## src/rtl/prga_decrypt.sv

```systemverilog
// RC4 pseudo-random generation stage: walks an already key-scheduled S box,
// swaps entries byte by byte and XORs the keystream with ciphertext from ROM,
// writing plaintext to RAM. S and ROM are synchronous-read memories, so every
// read is split into an address cycle and a latch cycle.
module prga_decrypt #(
   parameter int  MSG_LENGTH = 32,
   localparam int AW = (MSG_LENGTH > 1) ? $clog2(MSG_LENGTH) : 1
) (
   input  logic          CLOCK_50,
   input  logic          reset_n,
   input  logic          start,
   output logic          done,
   output logic [7:0]    s_address,
   output logic [7:0]    s_data,
   output logic          s_wren,
   input  logic [7:0]    s_q,
   output logic [AW-1:0] rom_address,
   input  logic [7:0]    rom_q,
   output logic [AW-1:0] ram_address,
   output logic [7:0]    ram_data,
   output logic          ram_wren
);

   localparam logic [AW-1:0] K_LAST = AW'(MSG_LENGTH - 1);

   typedef enum logic [3:0] {
      IDLE, RD_SI, LT_SI, RD_SJ, LT_SJ, WR_SI, WR_SJ, RD_F, LT_F, WR_OUT, DONE
   } state_t;

   state_t        r_state;
   logic [7:0]    r_i;
   logic [7:0]    r_j;
   logic [AW-1:0] r_k;
   logic [7:0]    r_si;
   logic [7:0]    r_sj;
   logic [7:0]    r_f;
   logic [7:0]    r_ct;
   logic          r_done;
   logic          r_s_wren;
   logic          r_ram_wren;
   logic [7:0]    r_s_address;
   logic [7:0]    r_s_data;
   logic [AW-1:0] r_rom_address;
   logic [AW-1:0] r_ram_address;

   // All S-box index arithmetic wraps at 256; no carry is ever kept.
   function automatic logic [7:0] wrap_add8(input logic [7:0] a, input logic [7:0] b);
      logic [8:0] sum;
      sum = {1'b0, a} + {1'b0, b};
      return sum[7:0];
   endfunction

   // Sequencer: outputs are registered, so each state's bus values are loaded
   // on the edge that enters that state; anything not written goes back to 0.
   always_ff @(posedge CLOCK_50 or negedge reset_n) begin
      if (!reset_n) begin
         r_state       <= IDLE;
         r_i           <= 8'd0;
         r_j           <= 8'd0;
         r_k           <= '0;
         r_si          <= 8'd0;
         r_sj          <= 8'd0;
         r_f           <= 8'd0;
         r_ct          <= 8'd0;
         r_done        <= 1'b0;
         r_s_wren      <= 1'b0;
         r_ram_wren    <= 1'b0;
         r_s_address   <= 8'd0;
         r_s_data      <= 8'd0;
         r_rom_address <= '0;
         r_ram_address <= '0;
      end else begin
         r_done        <= 1'b0;
         r_s_wren      <= 1'b0;
         r_ram_wren    <= 1'b0;
         r_s_address   <= 8'd0;
         r_s_data      <= 8'd0;
         r_rom_address <= '0;
         r_ram_address <= '0;
         case (r_state)
            IDLE, DONE: begin
               if (start) begin
                  // A restart from DONE keeps S as the previous run left it.
                  r_k         <= '0;
                  r_j         <= 8'd0;
                  r_i         <= 8'd1;
                  r_s_address <= 8'd1;
                  r_state     <= RD_SI;
               end else begin
                  r_done <= (r_state == DONE);
               end
            end
            RD_SI: r_state <= LT_SI;
            LT_SI: begin
               r_si        <= s_q;
               r_j         <= wrap_add8(r_j, s_q);
               r_s_address <= wrap_add8(r_j, s_q);
               r_state     <= RD_SJ;
            end
            RD_SJ: r_state <= LT_SJ;
            LT_SJ: begin
               // When i == j both swap writes carry the same value, leaving S intact.
               r_sj        <= s_q;
               r_s_address <= r_i;
               r_s_data    <= s_q;
               r_s_wren    <= 1'b1;
               r_state     <= WR_SI;
            end
            WR_SI: begin
               r_s_address <= r_j;
               r_s_data    <= r_si;
               r_s_wren    <= 1'b1;
               r_state     <= WR_SJ;
            end
            WR_SJ: begin
               r_s_address   <= wrap_add8(r_si, r_sj);
               r_rom_address <= r_k;
               r_state       <= RD_F;
            end
            RD_F: r_state <= LT_F;
            LT_F: begin
               r_f           <= s_q;
               r_ct          <= rom_q;
               r_ram_address <= r_k;
               r_ram_wren    <= 1'b1;
               r_state       <= WR_OUT;
            end
            WR_OUT: begin
               if (r_k == K_LAST) begin
                  r_done  <= 1'b1;
                  r_state <= DONE;
               end else begin
                  r_k         <= r_k + 1'b1;
                  r_i         <= wrap_add8(r_i, 8'd1);
                  r_s_address <= wrap_add8(r_i, 8'd1);
                  r_state     <= RD_SI;
               end
            end
            default: r_state <= IDLE;
         endcase
      end
   end

   assign done        = r_done;
   assign s_address   = r_s_address;
   assign s_data      = r_s_data;
   assign s_wren      = r_s_wren;
   assign rom_address = r_rom_address;
   assign ram_address = r_ram_address;
   // Plaintext comes straight from the latched keystream and ciphertext bytes.
   assign ram_data    = r_ram_wren ? (r_f ^ r_ct) : 8'd0;
   assign ram_wren    = r_ram_wren;

endmodule

```

## config.mk

```make
export PLATFORM = sky130hd
export DESIGN_NAME = prga_decrypt
export DESIGN_NICKNAME = d
export VERILOG_FILES = /design/src/rtl/prga_decrypt.sv
export SDC_FILE = /design/constraint.sdc
export NUM_CORES = 1
export LEC_CHECK = 0
export CAP_MARGIN = 5
export CELL_PAD_IN_SITES_DETAIL_PLACEMENT = 1
export CELL_PAD_IN_SITES_GLOBAL_PLACEMENT = 1
export CORE_ASPECT_RATIO = 0.75
export CORE_MARGIN = 2
export CORE_UTILIZATION = 48
export CTS_BUF_LIST = sky130_fd_sc_hd__clkbuf_8
export DETAILED_ROUTE_END_ITERATION = 8
export GPL_ROUTABILITY_DRIVEN = 0
export GPL_TIMING_DRIVEN = 0
export PLACE_DENSITY_LB_ADDON = 0.1
export SYNTH_ARGS = -nofsm -noshare
export SYNTH_HDL_FRONTEND = slang
export SYNTH_SLANG_ARGS = --single-unit
export TNS_END_PERCENT = 20
```

## constraint.sdc

```tcl
create_clock -name CLOCK_50 -period 3.3 [get_ports CLOCK_50]
set_input_delay 0.66 -clock CLOCK_50 [delete_from_list [all_inputs] [get_ports CLOCK_50]]
set_output_delay 0.66 -clock CLOCK_50 [all_outputs]
set_load 0.05 [all_outputs]
```

==> results.md <==
* Max Cap Violations at 0
* Vias in the first global route at 3531
* Predominant post-synthesis flop cell: dfrtp_1
* Worst setup SP type: input port
* Syn Std Cell Area at 4220 sq um
* Grt total ovfl at 0
* Cts bufs inserted at 9
* Slew Limit Fails at 0
* Post-layout min period at 2.60 ns
* Clock latency on the worst-skew pair at 0.37 ns
* Fill count at 898
* RSZ-0062 raised after global routing: no
* Total GRT Usage at 25.1%
* Postcts setup bufs at 0
* Final Non-Filler Cells at 575
* Setup ws final at 0.699 ns
* Relative slew margins at 38.4%
* Design area at 5190 sq um
* FMAX at 0.385 GHz
* Final net count at 500
* CTS tree: done
* CP endpoint kind: flop
* Setup violators final at 0
* IO Count at 56
* Unique masters post-synth at 47
* Sequential area share after synthesis at 51.0%
* Hold WC Path Type: in2async
* Ys async rst share at 100%
* Initial antenna violation count at 0
* Top cell type's share of synthesized area at 51.0%
* Worst Skew at 0.0178 ns
* Leakage at 2.46 nW
* Detailed-route via count at 3311
* Final Cycle Share at 78.8%
* Maximum clock path buffer count at 2
* DRC at 0
* Area of the core at 8490 sq um
* Top-count cell post-synth: dfrtp_1
* CTS Sinks at 86
* CTS clk-pin slew, worst paths at 0.09 ns
* Antenna Nets Post-Route at 0
* FF+latch count, synth at 86
* Layout cell share with drive strength beyond 1 at 11.1%
* Req. time, crit path at 3.60 ns
* Area Overhead vs Synth at 23.0%
* Pre-CTS WS at 0.331 ns
* First-pass GRT wire length at 18400 um
* Hold slack final at 0.208 ns
* DP HPWL at 8280 um
* Commonest cells post-synth: dfrtp_1, nand2_1, mux2_2, nor2_1, o21ai_0
* Die height at 85.2 um
* Setup TNS Final at 0 ns
* Row cnt at 29
* Routed WL at 11200 um
* Worst Max-Slew Pin Slew at 0.917 ns
* Synth top area cells: dfrtp_1, mux2_2, ha_1
* Hold Fails Final Rpt at 0
* # resized after CTS at 0
* Post-synth EDFFs at 0
* PortBufs at 55
* DRT iter0 DRCs at 140
* Yosys warnings at 0
* Power Density at 969 nW/um^2
* Die X at 112 um
* Largest net degree at the start of global routing at 58
* Worst-path fanout max at 5
* Peak supply drop at 525 uV
* Mapped Avg Cell Area at 10.7 sq um
* H-tree levels at 3
* Mapped Cells at 395
* TritonRoute pass-1 iters at 4
* Placed Cells incl. Taps at 559
* Dpl cell area at 4930 sq um
* Vias per cell at 5.76
* Post-Syn Nets at 433
* Crit path arrival time at 2.90 ns
* Synth area leader: dfrtp_1
* CTS root buf: clkbuf_8
* Hold-fix buffers, CTS at 0
* Status: complete, no violations
* Worst Path Class, Setup: in2reg
* Antenna Cells at 0
* WL per Instance at 19.5 um
* Die area at 9570 sq um
* Initial core utilization at 49.7%
[sequential cells by signal, summed over array words and instances, names as in the netlist, 8 cells and up]
signal	count
r_sj	8
r_i	8
r_si	8
r_f	8
r_j	8
s_address	8
r_ct	8
s_data	8
[routing by layer]
metal,wire (um),vias up,track usage (%),share of wire [%]
li1,-,1522,-,-
met2,5470,90,41.1,49
met1,5020,1681,33.3,45
met4,184,0,7.98,1.6
met5,0,-,0,0
met3,548,18,6.07,4.9
[cell families after synthesis]
| family | share of synthesized area (%) |
|---|---|
| and+or+nand+nor | 15.9 |
| AOI/OAI and AO/OA | 13.7 |
| DFF | 51.0 |
| buffers and inverters | 2.76 |
| muxes | 6.40 |
| xor gates and xnor gates | 4.36 |
| adders and majority gates | 5.99 |
[layout make-up]
class | count | area [sq um] | area share, %
clock buffers | 9 | 124 | 2.38
plain buffers | 15 | 78.8 | 1.52
clock inverters | 7 | 138 | 2.65
well taps | 108 | 135 | 2.60
inverters | 10 | 37.5 | 0.723
flip-flops and latches | 86 | 2150 | 41.4
multi-input cells | 284 | 1950 | 37.6
repair buffers | 56 | 576 | 11.1
[worst paths after layout]
path / startpoint / to / slack (ns) / cells past startpoint
setup / recovery: s_q[3] / s_address[7] / 0.70 / 8
hold / removal: reset_n / r_state[2] / 0.21 / 1
setup reg to reg: r_k[0] / r_i[7] / 0.71 / 8
hold reg to reg: r_j[6] / r_j[6] / 0.52 / 1
max in group asynchronous: reset_n / s_data[7] / 2.46 / 2
min in group CLOCK_50: r_j[6] / r_j[6] / 0.52 / 1
[through the flow]
step	total power [mW]	utilization [%]
floorplan	3.32	-
global placement	3.92	57.8
detailed placement	4.07	58.1
CTS	5.06	61.2
global route	5.36	61.2
finish	5.04	61.2
[placed cells by master (no fill, tap or decap), drive strengths merged, types with 7 or more instances in the layout]
| cell | instances |
|---|---|
| dfrtp | 86 |
| clkdlybuf4s50 | 54 |
| nand2 | 44 |
| nor2 | 24 |
| mux2 | 24 |
| o21ai | 22 |
| a21oi | 19 |
| and2 | 19 |
| ha | 17 |
| clkbuf | 16 |
| xor2 | 15 |
| a22o | 13 |
| inv | 11 |
| buf | 10 |
| nor3 | 9 |
| nand3 | 8 |
| nand2b | 7 |
[where the power goes]
| group | internal, mW | total [mW] | switching, mW |
|---|---|---|---|
| registers | 1.43 | 1.70 | 0.267 |
| logic | 0.969 | 2.38 | 1.41 |
| clock network | 0.577 | 0.963 | 0.386 |
| total | 2.97 | 5.04 | 2.06 |
[worst max-delay path, stage by stage]
cell,delay (ns)
clkdlybuf4s50_1,0.54
ha_1,0.42
a211oi_1,0.23
o21ai_0,0.16
o31ai_1,0.27
xor2_1,0.13
or3_1,0.35
nand4_1,0.12
No activity file was read; power rests on OpenSTA's default activity.
